`src/rtl/tcp_rx_notify_handler_pkg.sv`:
```
// Shared types for the TOE rx notification handler: notification/read-request layouts, FSM states, keep popcount.
// No logic here; latency and backpressure belong to the modules that use these types.
// Field order inside the packed structs matches the TOE bit layout, so a struct maps 1:1 onto the bus.
package tcp_rx_notify_handler_pkg;

    localparam int SESSION_W  = 16;
    localparam int LEN_W      = 16;
    localparam int CNT_W      = LEN_W + 1;
    localparam int MAX_KEEP_W = 128;

    typedef struct packed {
        logic [6:0]           rsvd;
        logic                 closed;
        logic [15:0]          port;
        logic [31:0]          ip;
        logic [LEN_W-1:0]     length;
        logic [SESSION_W-1:0] session;
    } notif_t;

    typedef struct packed {
        logic [LEN_W-1:0]     length;
        logic [SESSION_W-1:0] session;
    } rdreq_t;

    typedef enum logic [2:0] {
        ST_IDLE,
        ST_REQ,
        ST_META,
        ST_DATA,
        ST_CLOSE
    } state_t;

    // Callers zero-extend keep to MAX_KEEP_W, so one function serves any DATA_W up to 1024.
    function automatic logic [CNT_W-1:0] popcount(input logic [MAX_KEEP_W-1:0] v);
        logic [CNT_W-1:0] c;
        c = '0;
        for (int i = 0; i < MAX_KEEP_W; i++) begin
            c = c + {{(CNT_W-1){1'b0}}, v[i]};
        end
        return c;
    endfunction

endpackage

```
`src/rtl/tcp_rx_notify_handler_if.sv`:
```
// Bundles the TOE-facing and HTTP-facing handshakes plus status of the rx notify handler.
// slave is the handler's view, master the view of the logic around it.
// Backpressure is plain valid/ready on every channel.
interface tcp_rx_notify_handler_if #(
    parameter int DATA_W = 512
);
    import tcp_rx_notify_handler_pkg::*;

    logic                  notif_valid;
    logic                  notif_ready;
    notif_t                notif_data;

    logic                  rdreq_valid;
    logic                  rdreq_ready;
    rdreq_t                rdreq_data;

    logic                  rxmeta_valid;
    logic                  rxmeta_ready;
    logic [SESSION_W-1:0]  rxmeta_data;

    logic                  rxd_valid;
    logic                  rxd_ready;
    logic [DATA_W-1:0]     rxd_data;
    logic [DATA_W/8-1:0]   rxd_keep;
    logic                  rxd_last;

    logic                  app_meta_valid;
    logic                  app_meta_ready;
    logic [31:0]           app_meta_data;

    logic                  app_d_valid;
    logic                  app_d_ready;
    logic [DATA_W-1:0]     app_d_data;
    logic [DATA_W/8-1:0]   app_d_keep;
    logic                  app_d_last;

    logic                  app_close_valid;
    logic                  app_close_ready;
    logic [SESSION_W-1:0]  app_close_session;

    logic                  err_len;
    logic                  err_sess;
    logic [31:0]           stat_reads;

    modport slave (
        input  notif_valid, notif_data,
        output notif_ready,
        output rdreq_valid, rdreq_data,
        input  rdreq_ready,
        input  rxmeta_valid, rxmeta_data,
        output rxmeta_ready,
        input  rxd_valid, rxd_data, rxd_keep, rxd_last,
        output rxd_ready,
        output app_meta_valid, app_meta_data,
        input  app_meta_ready,
        output app_d_valid, app_d_data, app_d_keep, app_d_last,
        input  app_d_ready,
        output app_close_valid, app_close_session,
        input  app_close_ready,
        output err_len, err_sess, stat_reads
    );

    modport master (
        output notif_valid, notif_data,
        input  notif_ready,
        input  rdreq_valid, rdreq_data,
        output rdreq_ready,
        output rxmeta_valid, rxmeta_data,
        input  rxmeta_ready,
        output rxd_valid, rxd_data, rxd_keep, rxd_last,
        input  rxd_ready,
        input  app_meta_valid, app_meta_data,
        output app_meta_ready,
        input  app_d_valid, app_d_data, app_d_keep, app_d_last,
        output app_d_ready,
        input  app_close_valid, app_close_session,
        output app_close_ready,
        input  err_len, err_sess, stat_reads
    );

endinterface

```
`src/rtl/tcp_rx_notify_handler_notif_fifo.sv`:
```
// Generic synchronous FIFO; head word is read straight from the storage flops.
// Latency: a write is visible at the head one cycle later.
// Backpressure: full blocks writes unless a pop happens in the same cycle.
module tcp_notif_fifo #(
    parameter int WIDTH = 88,
    parameter int DEPTH = 16
) (
    input  logic             clk,
    input  logic             rst,
    input  logic             wr_vld,
    input  logic [WIDTH-1:0] wr_dat,
    input  logic             rd_en,
    output logic [WIDTH-1:0] rd_dat,
    output logic             full,
    output logic             empty
);

    localparam int AW = $clog2(DEPTH);

    logic [WIDTH-1:0] mem_q [DEPTH];
    logic [AW:0]      wr_ptr_q, wr_ptr_d;
    logic [AW:0]      rd_ptr_q, rd_ptr_d;
    logic             do_wr, do_rd;

    // Extra pointer bit separates full from empty when the indices match.
    assign empty  = (wr_ptr_q == rd_ptr_q);
    assign full   = (wr_ptr_q[AW] != rd_ptr_q[AW]) && (wr_ptr_q[AW-1:0] == rd_ptr_q[AW-1:0]);
    assign do_rd  = rd_en && !empty;
    assign do_wr  = wr_vld && (!full || do_rd);
    assign rd_dat = mem_q[rd_ptr_q[AW-1:0]];

    always_comb begin
        wr_ptr_d = wr_ptr_q;
        rd_ptr_d = rd_ptr_q;
        if (do_wr) wr_ptr_d = wr_ptr_q + 1'b1;
        if (do_rd) rd_ptr_d = rd_ptr_q + 1'b1;
    end

    always_ff @(posedge clk) begin
        if (rst) begin
            wr_ptr_q <= '0;
            rd_ptr_q <= '0;
        end else begin
            wr_ptr_q <= wr_ptr_d;
            rd_ptr_q <= rd_ptr_d;
        end
    end

    always_ff @(posedge clk) begin
        if (do_wr) mem_q[wr_ptr_q[AW-1:0]] <= wr_dat;
    end

endmodule

```
`src/rtl/tcp_rx_notify_handler.sv`:
```
// Queues TOE rx notifications, issues one read at a time and forwards meta/payload/close to the HTTP stage.
// Latency: notification accepted in cycle N -> rdreq_valid in N+2; meta and data pass through combinationally.
// Backpressure: TOE channels are stalled (ready=0) outside their FSM state, nothing is ever dropped.
module tcp_rx_notify_handler
    import tcp_rx_notify_handler_pkg::*;
#(
    parameter int DATA_W     = 512,
    parameter int FIFO_DEPTH = 16
) (
    input  logic                          ap_clk,
    input  logic                          ap_rst,
    tcp_rx_notify_handler_if.slave        bus
);

    localparam int KEEP_W = DATA_W / 8;

    state_t                state_q, state_d;
    logic [SESSION_W-1:0]  cur_session_q, cur_session_d;
    logic [LEN_W-1:0]      cur_length_q, cur_length_d;
    logic                  cur_closed_q, cur_closed_d;
    logic [CNT_W-1:0]      byte_cnt_q, byte_cnt_d;
    logic                  err_len_q, err_len_d;
    logic                  err_sess_q, err_sess_d;
    logic [31:0]           stat_reads_q, stat_reads_d;

    notif_t                fifo_head;
    logic                  fifo_full, fifo_empty, fifo_pop, fifo_push;
    logic [MAX_KEEP_W-1:0] keep_ext;
    logic [CNT_W:0]        byte_sum;
    logic [CNT_W-1:0]      beat_cnt;
    logic                  unused_head;

    // Gating with reset keeps intake closed while the FIFO is being flushed.
    assign bus.notif_ready = !fifo_full && !ap_rst;
    assign fifo_push       = bus.notif_valid && bus.notif_ready;

    tcp_notif_fifo #(
        .WIDTH ($bits(notif_t)),
        .DEPTH (FIFO_DEPTH)
    ) u_notif_fifo (
        .clk    (ap_clk),
        .rst    (ap_rst),
        .wr_vld (fifo_push),
        .wr_dat (bus.notif_data),
        .rd_en  (fifo_pop),
        .rd_dat (fifo_head),
        .full   (fifo_full),
        .empty  (fifo_empty)
    );

    assign unused_head = ^{fifo_head.rsvd, fifo_head.port, fifo_head.ip};

    always_comb begin
        keep_ext               = '0;
        keep_ext[KEEP_W-1:0]   = bus.rxd_keep;
    end

    // Running count including the current beat, saturating at all-ones.
    assign byte_sum = {1'b0, byte_cnt_q} + {1'b0, popcount(keep_ext)};
    assign beat_cnt = byte_sum[CNT_W] ? {CNT_W{1'b1}} : byte_sum[CNT_W-1:0];

    always_comb begin
        state_d            = state_q;
        cur_session_d      = cur_session_q;
        cur_length_d       = cur_length_q;
        cur_closed_d       = cur_closed_q;
        byte_cnt_d         = byte_cnt_q;
        err_len_d          = err_len_q;
        err_sess_d         = err_sess_q;
        stat_reads_d       = stat_reads_q;
        fifo_pop           = 1'b0;
        bus.rdreq_valid     = 1'b0;
        bus.rxmeta_ready    = 1'b0;
        bus.app_meta_valid  = 1'b0;
        bus.rxd_ready       = 1'b0;
        bus.app_d_valid     = 1'b0;
        bus.app_close_valid = 1'b0;

        case (state_q)
            ST_IDLE: begin
                if (!fifo_empty) begin
                    fifo_pop      = 1'b1;
                    cur_session_d = fifo_head.session;
                    cur_length_d  = fifo_head.length;
                    cur_closed_d  = fifo_head.closed;
                    if (fifo_head.length != '0) begin
                        state_d = ST_REQ;
                    end else if (fifo_head.closed) begin
                        state_d = ST_CLOSE;
                    end
                end
            end
            ST_REQ: begin
                bus.rdreq_valid = 1'b1;
                if (bus.rdreq_ready) state_d = ST_META;
            end
            ST_META: begin
                bus.rxmeta_ready   = bus.app_meta_ready;
                bus.app_meta_valid = bus.rxmeta_valid;
                if (bus.rxmeta_valid && bus.app_meta_ready) begin
                    if (bus.rxmeta_data != cur_session_q) err_sess_d = 1'b1;
                    byte_cnt_d = '0;
                    state_d    = ST_DATA;
                end
            end
            ST_DATA: begin
                bus.rxd_ready   = bus.app_d_ready;
                bus.app_d_valid = bus.rxd_valid;
                if (bus.rxd_valid && bus.app_d_ready) begin
                    byte_cnt_d = beat_cnt;
                    if (bus.rxd_last) begin
                        if (beat_cnt != {1'b0, cur_length_q}) err_len_d = 1'b1;
                        stat_reads_d = stat_reads_q + 32'd1;
                        state_d      = cur_closed_q ? ST_CLOSE : ST_IDLE;
                    end
                end
            end
            ST_CLOSE: begin
                bus.app_close_valid = 1'b1;
                if (bus.app_close_ready) state_d = ST_IDLE;
            end
            default: state_d = ST_IDLE;
        endcase
    end

    always_ff @(posedge ap_clk) begin
        if (ap_rst) begin
            state_q       <= ST_IDLE;
            cur_session_q <= '0;
            cur_length_q  <= '0;
            cur_closed_q  <= 1'b0;
            byte_cnt_q    <= '0;
            err_len_q     <= 1'b0;
            err_sess_q    <= 1'b0;
            stat_reads_q  <= '0;
        end else begin
            state_q       <= state_d;
            cur_session_q <= cur_session_d;
            cur_length_q  <= cur_length_d;
            cur_closed_q  <= cur_closed_d;
            byte_cnt_q    <= byte_cnt_d;
            err_len_q     <= err_len_d;
            err_sess_q    <= err_sess_d;
            stat_reads_q  <= stat_reads_d;
        end
    end

    assign bus.rdreq_data        = '{length: cur_length_q, session: cur_session_q};
    assign bus.app_meta_data     = {cur_length_q, bus.rxmeta_data};
    assign bus.app_d_data        = bus.rxd_data;
    assign bus.app_d_keep        = bus.rxd_keep;
    assign bus.app_d_last        = bus.rxd_last;
    assign bus.app_close_session = cur_session_q;
    assign bus.err_len           = err_len_q;
    assign bus.err_sess          = err_sess_q;
    assign bus.stat_reads        = stat_reads_q;

endmodule
```
`src/flat_wrapper.sv`:
```
// flat-port wrapper written by rule: the top's interface ports become plain ports
module tcp_rx_notify_handler_flat import tcp_rx_notify_handler_pkg::*;
#(
    parameter int DATA_W     = 512,
    parameter int FIFO_DEPTH = 16
)
  (ap_clk, ap_rst, bus_notif_valid, bus_notif_data, bus_notif_ready, bus_rdreq_valid, bus_rdreq_data, bus_rdreq_ready, bus_rxmeta_valid, bus_rxmeta_data, bus_rxmeta_ready, bus_rxd_valid, bus_rxd_data, bus_rxd_keep, bus_rxd_last, bus_rxd_ready, bus_app_meta_valid, bus_app_meta_data, bus_app_meta_ready, bus_app_d_valid, bus_app_d_data, bus_app_d_keep, bus_app_d_last, bus_app_d_ready, bus_app_close_valid, bus_app_close_session, bus_app_close_ready, bus_err_len, bus_err_sess, bus_stat_reads);
  tcp_rx_notify_handler_if #(.DATA_W(DATA_W)) bus_i ();
  input  logic ap_clk;
  input  logic ap_rst;
  input wire logic [$bits(bus_i.notif_valid)-1:0] bus_notif_valid;
  input wire logic [$bits(bus_i.notif_data)-1:0] bus_notif_data;
  output wire logic [$bits(bus_i.notif_ready)-1:0] bus_notif_ready;
  output wire logic [$bits(bus_i.rdreq_valid)-1:0] bus_rdreq_valid;
  output wire logic [$bits(bus_i.rdreq_data)-1:0] bus_rdreq_data;
  input wire logic [$bits(bus_i.rdreq_ready)-1:0] bus_rdreq_ready;
  input wire logic [$bits(bus_i.rxmeta_valid)-1:0] bus_rxmeta_valid;
  input wire logic [$bits(bus_i.rxmeta_data)-1:0] bus_rxmeta_data;
  output wire logic [$bits(bus_i.rxmeta_ready)-1:0] bus_rxmeta_ready;
  input wire logic [$bits(bus_i.rxd_valid)-1:0] bus_rxd_valid;
  input wire logic [$bits(bus_i.rxd_data)-1:0] bus_rxd_data;
  input wire logic [$bits(bus_i.rxd_keep)-1:0] bus_rxd_keep;
  input wire logic [$bits(bus_i.rxd_last)-1:0] bus_rxd_last;
  output wire logic [$bits(bus_i.rxd_ready)-1:0] bus_rxd_ready;
  output wire logic [$bits(bus_i.app_meta_valid)-1:0] bus_app_meta_valid;
  output wire logic [$bits(bus_i.app_meta_data)-1:0] bus_app_meta_data;
  input wire logic [$bits(bus_i.app_meta_ready)-1:0] bus_app_meta_ready;
  output wire logic [$bits(bus_i.app_d_valid)-1:0] bus_app_d_valid;
  output wire logic [$bits(bus_i.app_d_data)-1:0] bus_app_d_data;
  output wire logic [$bits(bus_i.app_d_keep)-1:0] bus_app_d_keep;
  output wire logic [$bits(bus_i.app_d_last)-1:0] bus_app_d_last;
  input wire logic [$bits(bus_i.app_d_ready)-1:0] bus_app_d_ready;
  output wire logic [$bits(bus_i.app_close_valid)-1:0] bus_app_close_valid;
  output wire logic [$bits(bus_i.app_close_session)-1:0] bus_app_close_session;
  input wire logic [$bits(bus_i.app_close_ready)-1:0] bus_app_close_ready;
  output wire logic [$bits(bus_i.err_len)-1:0] bus_err_len;
  output wire logic [$bits(bus_i.err_sess)-1:0] bus_err_sess;
  output wire logic [$bits(bus_i.stat_reads)-1:0] bus_stat_reads;
  assign bus_i.notif_valid = bus_notif_valid;
  assign bus_i.notif_data = bus_notif_data;
  assign bus_notif_ready = bus_i.notif_ready;
  assign bus_rdreq_valid = bus_i.rdreq_valid;
  assign bus_rdreq_data = bus_i.rdreq_data;
  assign bus_i.rdreq_ready = bus_rdreq_ready;
  assign bus_i.rxmeta_valid = bus_rxmeta_valid;
  assign bus_i.rxmeta_data = bus_rxmeta_data;
  assign bus_rxmeta_ready = bus_i.rxmeta_ready;
  assign bus_i.rxd_valid = bus_rxd_valid;
  assign bus_i.rxd_data = bus_rxd_data;
  assign bus_i.rxd_keep = bus_rxd_keep;
  assign bus_i.rxd_last = bus_rxd_last;
  assign bus_rxd_ready = bus_i.rxd_ready;
  assign bus_app_meta_valid = bus_i.app_meta_valid;
  assign bus_app_meta_data = bus_i.app_meta_data;
  assign bus_i.app_meta_ready = bus_app_meta_ready;
  assign bus_app_d_valid = bus_i.app_d_valid;
  assign bus_app_d_data = bus_i.app_d_data;
  assign bus_app_d_keep = bus_i.app_d_keep;
  assign bus_app_d_last = bus_i.app_d_last;
  assign bus_i.app_d_ready = bus_app_d_ready;
  assign bus_app_close_valid = bus_i.app_close_valid;
  assign bus_app_close_session = bus_i.app_close_session;
  assign bus_i.app_close_ready = bus_app_close_ready;
  assign bus_err_len = bus_i.err_len;
  assign bus_err_sess = bus_i.err_sess;
  assign bus_stat_reads = bus_i.stat_reads;
  tcp_rx_notify_handler #(.DATA_W(DATA_W), .FIFO_DEPTH(FIFO_DEPTH)) u_core (.ap_clk(ap_clk), .ap_rst(ap_rst), .bus(bus_i));
endmodule
```
`config.mk`:
```
export PLATFORM = sky130hd
export DESIGN_NAME = tcp_rx_notify_handler_flat
export DESIGN_NICKNAME = d
export VERILOG_FILES = /design/src/rtl/tcp_rx_notify_handler_pkg.sv /design/src/rtl/tcp_rx_notify_handler_if.sv /design/src/rtl/tcp_rx_notify_handler_notif_fifo.sv /design/src/rtl/tcp_rx_notify_handler.sv /design/src/flat_wrapper.sv
export SDC_FILE = /design/constraint.sdc
export NUM_CORES = 1
export LEC_CHECK = 0
export CORE_AREA = 2 2 547 549
export DETAILED_ROUTE_END_ITERATION = 12
export DIE_AREA = 0 0 549 551
export MAX_ROUTING_LAYER = met4
export SKIP_LAST_GASP = 1
export SLEW_MARGIN = 25
export SYNTH_ARGS = -nofsm -noshare
export SYNTH_HDL_FRONTEND = slang
export SYNTH_SLANG_ARGS = --single-unit
```
`constraint.sdc`:
```
create_clock -name ap_clk -period 9.15 [get_ports ap_clk]
set_input_delay 2.2875 -clock ap_clk [delete_from_list [all_inputs] [get_ports ap_clk]]
set_output_delay 2.2875 -clock ap_clk [all_outputs]
set_load 0.02 [all_outputs]
```
# ---- Word level (Yosys, flattened, before mapping)
# Memory sizes are Yosys's and may differ from the RTL's. A register that Yosys moved wholly into a read port is not among the register bits.
# Index checks and enable logic that the tools add are counted.
dict set report classes {
  n_eq_ne 16
  reduce_logical 20
  bitwise_logic 1
  muxes 26
  n_addsub 67
}
# cell n
set op_table {}
lappend op_table {{$add 17x1->17} 62}
lappend op_table {{$mux 17} 3}
lappend op_table {{$pmux 17 s2} 1}
lappend op_table {{$add 32x1->32 const B} 1}
lappend op_table {{$mux 3} 9}
lappend op_table {{$add 17x17->18} 1}
lappend op_table {{$ne 17x16->1} 1}
lappend op_table {{$ne 16x16->1} 1}
lappend op_table {{$reduce_bool 16->1} 1}
lappend op_table {{$pmux 3 s5} 1}
lappend op_table {{$add 5x1->5 const B} 2}
lappend op_table {{$mux 1} 10}
lappend op_table {{$reduce_and 3->1} 3}
lappend op_table {{$mux 4} 2}
lappend op_table {{$ne 2x2->1 const B} 4}
lappend op_table {{$logic_and 1x1->1} 7}
lappend op_table {{$reduce_and 7->1} 1}
lappend op_table {{$eq 3x2->1 const B} 2}
lappend op_table {{$eq 5x5->1} 1}
lappend op_table {{$eq 4x4->1} 1}
lappend op_table {{$ne 2x1->1 const B} 2}
lappend op_table {{$reduce_and 4->1} 1}
lappend op_table {{$eq 3x1->1 const B} 1}
lappend op_table {{$eq 3x3->1 const B} 1}
lappend op_table {{9 further kinds} 11}
dict set report totals {
  reg_bits 97
  memories 1
  elab_cells 141
  ram_bits 1408
}
# memory depth width rd rd_ports_with_merged_regs write_ports line_no
set memory_table {}
lappend memory_table {u_core.u_notif_fifo.mem_q 16 88 1 1 1 tcp_rx_notify_handler_notif_fifo.sv:20} ;# logic [WIDTH-1:0] mem_q [DEPTH];

# ---- Logic depth before layout (Yosys ltp)
# Gate-level depths: netlist of run 1.
dict set report logic_depth {
  ltp_word 67
  ltp_mapped 30
}

# ---- Hierarchy
# Synthesis of run 1 repeated with hierarchy kept, for this count alone.
dict set report hier_totals {
  cells_unflattened 3420
  area_unflattened_um2 64624.5
}
# mod cells_per_inst instances area_per_inst_um2
set by_module_without_submodules {}
lappend by_module_without_submodules {tcp_notif_fifo 2034 1 53518.8}
lappend by_module_without_submodules {tcp_rx_notify_handler 1386 1 11105.7}

# ---- Worst setup path after synthesis of run 1
# Ideal clock, no wire load.
dict set report synth_timing {
  path_type {input -> register}
  startpoint {input bus_rxd_keep[0]}
  endpoint {register u_core.err_len_q (netlist: u_core.bus.err_len)}
  path_stages 24
  setup_time_ps 127
  slack_ps -520
  arrival_ps 9543
  required_time_ps 9023
  n_path_buf 1
  path_cell_list {ha_1 -> inv_1 -> fa_1 -> fa_1 -> fa_1 -> fa_1 -> fa_1 -> fa_1 -> fa_1 -> fa_1 -> fa_1 -> fa_1 -> inv_1 -> a21oi_1 -> o21bai_1 -> xor2_1 -> ha_1 -> a21o_1 -> a211o_1 -> and2_1 -> clkbuf_1 -> or4b_2 -> a31oi_1 -> a31oi_1}
}
dict set report synth_between {
  elab_chain_cells 67
}
# item line_no
set synth_lines {}
lappend synth_lines {{start: declaration} flat_wrapper.sv:22} ;# input wire logic [$bits(bus_i.rxd_keep)-1:0] bus_rxd_keep;
lappend synth_lines {{$add 1x1->2} tcp_rx_notify_handler_pkg.sv:38} ;# c = c + {{(CNT_W-1){1'b0}}, v[i]};
lappend synth_lines {{$add 17x1->17 (62 in a row)} tcp_rx_notify_handler_pkg.sv:38}
lappend synth_lines {{$add 17x17->18} tcp_rx_notify_handler.sv:59} ;# assign byte_sum = {1'b0, byte_cnt_q} + {1'b0, popcount(keep_ext)};
lappend synth_lines {{$mux 17} tcp_rx_notify_handler.sv:60} ;# assign beat_cnt = byte_sum[CNT_W] ? {CNT_W{1'b1}} : byte_sum[CNT_W-1:0];
lappend synth_lines {{$ne 17x16->1} tcp_rx_notify_handler.sv:112} ;# if (beat_cnt != {1'b0, cur_length_q}) err_len_d = 1'b1;
lappend synth_lines {{$reduce_and 4->1 (no line)} n/a}
lappend synth_lines {{end signal: assignment} tcp_rx_notify_handler.sv:142} ;# err_len_q <= err_len_d;
lappend synth_lines {{end: declaration} tcp_rx_notify_handler.sv:22} ;# logic err_len_q, err_len_d;
# No other way between the ends.
# A chain may end at the register's enable or synchronous reset.

# ---- Worst setup path after layout of run 1
dict set report layout_timing {
  startpoint {input bus_rxd_keep[12]}
  endpoint {register u_core.err_len_q (netlist: u_core.bus.err_len)}
}
dict set report layout_between {
  elab_chain_cells 56
}
# item line_no
set layout_lines {}
lappend layout_lines {{$add 17x1->17 (52 in a row)} tcp_rx_notify_handler_pkg.sv:38}
lappend layout_lines {{$add 17x17->18} tcp_rx_notify_handler.sv:59}
lappend layout_lines {{$mux 17} tcp_rx_notify_handler.sv:60}
lappend layout_lines {{$ne 17x16->1} tcp_rx_notify_handler.sv:112}
lappend layout_lines {{$reduce_and 4->1 (no line)} n/a}
# No other way between the ends.

==> results of run 1 <==
## how the worst max path moves through the flow
stage,from,cells after the start,to,slack (ns)
floorplan,bus_rxd_keep[0],25,u_core.bus.err_len,-0.26
global placement,bus_rxd_keep[48],28,u_core.bus.err_len,-1.34
detailed placement,bus_rxd_keep[1],27,u_core.bus.err_len,-1.24
CTS,bus_rxd_keep[56],27,u_core.bus.err_len,-0.11
global route,bus_rxd_keep[0],26,u_core.bus.err_len,-0.34
finish,bus_rxd_keep[12],22,u_core.bus.err_len,-0.13
## metrics by stage
stage	power (mW)	util, %	area (sq um)
2_1_floorplan	8.69	-	31400
3_3_place_gp	11.3	12.1	35700
3_5_place_dp	11.3	12.1	35700
4_1_cts	14.3	12.8	37800
5_1_grt	15.4	12.8	38000
6_report	14.6	12.8	38000
## worst reg2reg max path: cells and delay by family (launching register included)
kind,cells,cell delay [ns]
flops,1,0.81
simple gates,4,1.32
buf+inv,1,0.73
compound gates,3,0.62
mux,1,0.64
## layer usage
layer  global-route usage (%)  routed length, um  up-vias
met5                        -                  0        -
met4                     2.76               5170        0
li1                         -                  -     6993
met2                     25.5             114000     1697
met1                     10.1              53600     8751
met3                     24.4              83800      180
## synth_stat cells, types with 5 or more instances
cell type	number	area share [%]
sky130_fd_sc_hd__inv_1	100	1.2
sky130_fd_sc_hd__fa_1	55	3.5
sky130_fd_sc_hd__nor2b_1	6	0.12
sky130_fd_sc_hd__nor4_1	10	0.20
sky130_fd_sc_hd__mux2i_1	7	0.22
sky130_fd_sc_hd__or3_1	5	0.10
sky130_fd_sc_hd__and2_1	11	0.22
sky130_fd_sc_hd__nor3_1	16	0.26
sky130_fd_sc_hd__dfxtp_1	101	6.4
sky130_fd_sc_hd__xnor2_1	27	0.75
sky130_fd_sc_hd__mux4_2	149	11
sky130_fd_sc_hd__nand3_1	20	0.32
sky130_fd_sc_hd__edfxtp_1	528	51
sky130_fd_sc_hd__a21o_1	9	0.22
sky130_fd_sc_hd__ha_1	30	1.2
sky130_fd_sc_hd__buf_2	14	0.22
sky130_fd_sc_hd__nor2_1	71	0.85
sky130_fd_sc_hd__a21oi_1	66	1.1
sky130_fd_sc_hd__xor2_1	58	1.6
sky130_fd_sc_hd__nand4_1	17	0.34
sky130_fd_sc_hd__nand2b_1	5	0.10
sky130_fd_sc_hd__clkbuf_1	51	0.61
sky130_fd_sc_hd__and3_1	11	0.22
sky130_fd_sc_hd__o21ai_0	28	0.45
sky130_fd_sc_hd__a22oi_1	36	0.86
sky130_fd_sc_hd__nand2_1	123	1.5
sky130_fd_sc_hd__buf_4	628	15
## power breakdown
group / switching (mW) / internal, mW
Sequential: 0.205 / 3.19
Combinational: 4.16 / 4.47
Clock: 1.09 / 1.48
## final cells by class
type / instances / share of cell area (%)
inverters: 100 / 0.987
clock inverters: 31 / 1.20
diodes: 34 / 0.224
flip-flops and latches: 629 / 47.1
multi-input cells: 798 / 22.1
clock buffers: 74 / 4.07
well taps: 3939 / 13.0
repair buffers: 449 / 11.4
## cells by family after synthesis
| logic type | count (synthesis) | synth area share [%] |
|---|---|---|
| AO/OA/AOI/OAI | 165 | 3.24 |
| XOR/XNOR | 85 | 2.37 |
| adder cells (fa/ha/maj) | 85 | 4.71 |
| buffers and inverters | 799 | 17.2 |
| flip-flops | 629 | 57.0 |
| multiplexers | 157 | 11.0 |
| AND/OR/NAND/NOR | 306 | 4.48 |
## sequential cells by signal, summed over array words and instances, names as in the netlist, named ones only
signal                        count
u_core.bus.app_close_session     16
u_core.bus.err_len                1
u_core.bus.err_sess               1
u_core.bus.stat_reads            32
u_core.byte_cnt_q                17
u_core.cur_closed_q               1
u_core.cur_length_q              16
u_core.state_q                    3
u_core.u_notif_fifo.mem_q       528
u_core.u_notif_fifo.rd_ptr_q      5
u_core.u_notif_fifo.wr_ptr_q      5
## repair_timing
action	CTS	global route
gates resized for setup	98	35
setup endpoints to repair	18	13
pin swaps	45	25
setup buffers	8	2
hold buffers	0	0
hold endpoints to repair	0	0
==> impl_metrics.csv, run 1 <==
group,metric,value,unit
setup_path,setup.reg_to_reg.worst_slack,4.93,ns
layout,non_filler_instance_count_after_layout,6054,
layout,multi_input_gate_area_in_the_final_layout,0.00841,sq mm
setup_path,critical_path.reg2reg.endpoint,"u_core.state_q[2]",
drt,average_wire_per_standard_cell,42.4,um
timing,worst-slew-pin-transition,1.08,ns
timing,timing.setup.tns,-0.132,ns
clock_tree,cts_root_buf,"sky130_fd_sc_hd__clkbuf_16",
min_path,worstHoldPathCells,2,
yosys,synth-async-reset-ratio,0,%
timing,final_period_minus_worst_setup_slack,9.28,ns
global_routing,grt.total_usage,16.8,%
layout,most-common-layout-cells,"528 x sky130_fd_sc_hd__edfxtp_1, 276 x sky130_fd_sc_hd__clkdlybuf4s50_1, 149 x sky130_fd_sc_hd__mux4_2, 121 x sky130_fd_sc_hd__buf_4, 120 x sky130_fd_sc_hd__nand2_1",
place,numPortBuffers,308,
flow_run,maxCapViolCount,0,
setup_path,timing.critical_path.buf_inv,4,
timing,grt_setup_unrepaired,"yes",
setup_path,cpLargestDelayFamily,"adder cells",
timing,post_route_worst_setup_slack,-0.132,ns
setup_path,timing.reg2reg.worst_path_depth,9,
status,outcome,"complete, but fails checks",
setup_path,cpPeakStageDelay,0.57,ns
layout,regArea,0.0179,sq mm
timing,hold-worst-slack,0.478,ns
global_routing,antenna_found_initial,69,
power,peakVddDrop,0.000980,V
min_path,hp-start,"u_core.byte_cnt_q[3]",
timing,final_worst_path_cycle_share,101,%
drt,drt.antenna.violating_nets,0,
clock_tree,cts-buffers-inserted,56,
die,core_area,0.296,sq mm
die,die_area,0.302,sq mm
setup_path,crit_path_start_kind,"primary input",
yosys,synth_enable_flop_cells,528,
drt,avgViaCountPerCell,2.91,
drt,total_vias_in_the_final_route,17621,
setup_path,cp_data_required_time,9.68,ns
timing,report.final.setup_viol,1,
timing,max_slew_margin,28.3,%
setup_path,critical_path_class,"in -> reg",
layout,area_growth,21.2,%
yosys,syn_avg_cell_area,14.1,sq um
yosys,post_synth_instance_area,0.0314,sq mm
setup_path,critical_path.endpoint_type,"flop",
clock_tree,cts-root-to-sink-buffers,3,
drt,drc,0,
min_path,min_delay_worst_endpoint,"u_core.byte_cnt_q[3]",
yosys,synth.yosys.seq_area_share,57.0,%
place,dp_slack,-1.24,ns
place,place.detailed.instances,5907,
drt,drtPass1Iterations,5,
setup_path,critPathMostFrequentCell,"sky130_fd_sc_hd__fa_1",
die,die_h,551,um
yosys,synth_top_flop_cell,"sky130_fd_sc_hd__edfxtp_1",
place,post-dp-hpwl,229000,um
timing,number_of_failing_hold_endpoints_at_the_final_stage,0,
timing,drv_slew,0,
power,pwr_density_cell,384,mW/mm^2
die,die-width,549,um
setup_path,slowest_stage,"sky130_fd_sc_hd__fa_1",
die,row_count,200,
layout,post_route_cells_drive_above_1_share,22.6,%
drt,totalWireLength,256000,um
yosys,ys.warnings.count,0,
yosys,syn-instance-count,2226,
timing,fmax,108,MHz
yosys,syn_nets,3001,
min_path,worstHoldPathType,"reg -> reg",
clock_tree,cts_tree,"done",
layout,design.final.nets,2809,
global_routing,maximum_number_of_pins_on_one_net_before_global_route_repair,68,
power,cellLeakagePower,11.7,nW
global_routing,first_pass_grt_wire_length,293000,um
global_routing,grt_pass1_vias,16783,
timing,fin_skew,0.0299,ns
layout,filler_cell_count,33157,
layout,most_frequent_standard_cell_in_the_layout_excluding_fill_and_tap_cells,"sky130_fd_sc_hd__edfxtp_1",
die,top_level_ports,1388,
setup_path,cp_max_fo,2,
drt,initialDrtViolationCount,1677,
yosys,seq_cells_post_synth,629,
yosys,unique_masters_post_synth,51,
setup_path,crit_path_cells,"dlygate4sd2_1 -> fa_1 -> inv_1 -> fa_1 -> fa_1 -> fa_1 -> fa_1 -> fa_1 -> fa_1 -> fa_1 -> fa_2 -> fa_2 -> inv_1 -> fa_1 -> buf_4 -> a21o_1 -> a21oi_1 -> xnor2_2 -> xnor2_1 -> or4b_4 -> a31oi_4 -> a31oi_1",
place,finalWeightedCongestion,0.966,
status,violated_checks,"negative setup slack",
clock_tree,cts_htree_levels,2,
die,start_util,10.6,%
clock_tree,clock_sinks,629,
setup_path,critPathArrivalTime,9.81,ns
clock_tree,worst_skew_pair_latency,0.65,ns
clock_tree,clkTransAtPathRegs,0.07,ns
global_routing,global_route.overflow_total,0,
(Power assumes the default switching activity.)
==> run 2: changes to the inputs <==
--- a/config.mk
+++ b/config.mk
@@ -5,10 +5,13 @@
 export SDC_FILE = /design/constraint.sdc
 export NUM_CORES = 1
 export LEC_CHECK = 0
-export CORE_AREA = 2 2 547 549
+export CELL_PAD_IN_SITES_DETAIL_PLACEMENT = 0
+export CELL_PAD_IN_SITES_GLOBAL_PLACEMENT = 1
+export CORE_AREA = 2 2 538 540
 export DETAILED_ROUTE_END_ITERATION = 12
-export DIE_AREA = 0 0 549 551
+export DIE_AREA = 0 0 540 542
 export MAX_ROUTING_LAYER = met4
+export PLACE_DENSITY_LB_ADDON = 0.1
 export SKIP_LAST_GASP = 1
 export SLEW_MARGIN = 25
 export SYNTH_ARGS = -nofsm -noshare
==> impl_metrics.csv, run 2 (synthesis results as in run 1) <==
group,metric,value,unit
timing,post_route_worst_setup_slack,-0.228,ns
setup_path,critical_path_class,"in -> reg",
layout,post_route_standard_cell_area_excluding_fillers,0.0391,sq mm
die,start_util,10.9,%
flow_run,maxCapViolCount,0,
drt,avgViaCountPerCell,3.10,
timing,report.final.setup_viol,1,
die,die-width,540,um
clock_tree,worst_skew_pair_latency,0.68,ns
place,post-dp-hpwl,245000,um
place,numPortBuffers,308,
global_routing,antenna_found_initial,41,
setup_path,setup.reg_to_reg.worst_slack,4.98,ns
min_path,hp-start,"u_core.byte_cnt_q[2]",
global_routing,globalRoute.busiestLayer,"met3",
drt,totalWireLength,284000,um
global_routing,grt.total_usage,19.4,%
setup_path,cp_data_required_time,9.70,ns
setup_path,critical_path.reg2reg.endpoint,"u_core.state_q[2]",
layout,most_frequent_standard_cell_in_the_layout_excluding_fill_and_tap_cells,"sky130_fd_sc_hd__edfxtp_1",
timing,fmax,107,MHz
timing,worst-slew-pin-transition,0.989,ns
die,top_level_ports,1388,
timing,drv_slew,0,
place,dp_slack,-1.79,ns
layout,post_layout_util,13.6,%
setup_path,slowest_stage,"sky130_fd_sc_hd__fa_2",
timing,max_slew_margin,34.1,%
clock_tree,cts-buffers-inserted,80,
die,die_area,0.293,sq mm
status,outcome,"complete, but fails checks",
global_routing,maximum_number_of_pins_on_one_net_before_global_route_repair,72,
layout,area_growth,24.7,%
power,peakVddDrop,0.00113,V
clock_tree,cts_root_buf,"sky130_fd_sc_hd__clkbuf_16",
die,die_h,542,um
setup_path,cpPeakStageDelay,0.60,ns
layout,non_filler_instance_count_after_layout,5980,
clock_tree,cts_htree_levels,3,
setup_path,critical_path.endpoint_type,"flop",
timing,final_worst_path_cycle_share,102,%
power,cellLeakagePower,12.3,nW
clock_tree,cts_tree,"done",
layout,most-common-layout-cells,"528 x sky130_fd_sc_hd__edfxtp_1, 275 x sky130_fd_sc_hd__clkdlybuf4s50_1, 149 x sky130_fd_sc_hd__mux4_2, 141 x sky130_fd_sc_hd__buf_4, 120 x sky130_fd_sc_hd__nand2_1",
drt,total_vias_in_the_final_route,18540,
timing,timing.setup.tns,-0.228,ns
clock_tree,cts-root-to-sink-buffers,3,
drt,drc,0,
status,violated_checks,"negative setup slack",
drt,initialDrtViolationCount,1322,
setup_path,cp_max_fo,4,
min_path,min_delay_worst_endpoint,"u_core.byte_cnt_q[2]",
min_path,worstHoldPathCells,2,
setup_path,cpLargestDelayFamily,"adder cells",
global_routing,grt_pass1_vias,18561,
layout,design.final.nets,2884,
global_routing,met2_usage,25.2,%
drt,average_wire_per_standard_cell,47.5,um
timing,fin_skew,0.0236,ns
clock_tree,clock_sinks,629,
die,core_area,0.287,sq mm
setup_path,critPathArrivalTime,9.93,ns
clock_tree,ctsHoldBuffers,0,
global_routing,grt.met3_usage,26.2,%
global_routing,global_route.overflow_total,0,
power,pwr_density_cell,396,mW/mm^2
timing,number_of_failing_hold_endpoints_at_the_final_stage,0,
drt,drt.antenna.violating_nets,0,
drt,drtPass1Iterations,5,
place,finalWeightedCongestion,0.902,
timing,grt_setup_unrepaired,"yes",
setup_path,timing.critical_path.buf_inv,6,
setup_path,timing.reg2reg.worst_path_depth,9,
global_routing,first_pass_grt_wire_length,329000,um
clock_tree,clkTransAtPathRegs,0.06,ns
place,place.detailed.instances,5792,
die,row_count,197,
timing,final_period_minus_worst_setup_slack,9.38,ns
layout,post_route_cells_drive_above_1_share,25.8,%
setup_path,crit_path_start_kind,"primary input",
layout,largest_register_ff_count,528,
setup_path,critPathMostFrequentCell,"sky130_fd_sc_hd__fa_1",
global_routing,grt.met1_usage,16.7,%
place,place_area,0.0362,sq mm
min_path,worstHoldPathType,"reg -> reg",
==> run 2: cell types whose count changed in the layout (fill, tap and decap cells not counted), moves of 6 or more <==
cell and delta:
sky130_fd_sc_hd__inv_6 +6, sky130_fd_sc_hd__o21ai_0 -10, sky130_fd_sc_hd__clkinv_1 +6, sky130_fd_sc_hd__o21ai_1 +6, sky130_fd_sc_hd__clkbuf_16 +27, sky130_fd_sc_hd__clkbuf_1 +9, sky130_fd_sc_hd__clkbuf_8 -7, sky130_fd_sc_hd__diode_2 -6
sky130_fd_sc_hd__buf_4 +20, sky130_fd_sc_hd__buf_12 +26
==> run 2: per-stage QoR <==
| stage | hold slack [ns] | total power, mW |
|---|---|---|
| floorplan | 0.436 | 8.69 |
| global placement | 0.450 | 11.9 |
| detailed placement | 0.453 | 11.8 |
| CTS | 0.461 | 15.7 |
| global route | 0.487 | 16.6 |
| finish | 0.458 | 15.5 |
==> run 2: where the power goes <==
part / internal (mW) / switching (mW)
clock: 1.81 / 1.32
sequential: 3.19 / 0.212
combinational: 4.41 / 4.55
total: 9.41 / 6.08
==> run 2: worst max path at each step <==
stage	slack, ns	cells past startpoint	start	to
after floorplan	-0.26	25	bus_rxd_keep[0]	u_core.bus.err_len
after global placement	-1.77	30	bus_rxd_keep[48]	u_core.bus.err_len
after detailed placement	-1.79	30	bus_rxd_keep[48]	u_core.bus.err_len
after CTS	-0.29	26	bus_rxd_keep[0]	u_core.bus.err_len
after global routing	-0.52	28	bus_rxd_keep[52]	u_core.bus.err_len
final	-0.23	28	bus_rxd_keep[52]	u_core.bus.err_len
==> run 2: timing repair <==
action | in CTS | in global routing
setup buffers | 10 | 6
pin swaps | 38 | 23
endpoints found under the setup margin | 18 | 18
endpoints found under the hold margin | 0 | 0
gates resized for setup | 111 | 62
==> run 2: tightest hold or removal path, stage by stage (launching register included) <==
cell and delay, ns:
sky130_fd_sc_hd__dfxtp_1 0.31, sky130_fd_sc_hd__nand2_1 0.05, sky130_fd_sc_hd__a21oi_1 0.05
==> run 2: metal layers <==
layer  vias to the layer above  share of wire [%]
met5                         -                  0
met4                         0                1.3
met3                       178                 30
met2                      1835                 38
met1                      9372                 30
li1                       7155                  -
==> run 2: layout make-up <==
class	instances	area (sq um)
multi-input combinational	798	8450
inverter	100	380
clock buffer	103	2160
clock inverter	41	365
timing repair buffer	500	5060
tap	3781	4730
fill	32022	248000
antenna	28	70.1
sequential	629	17900
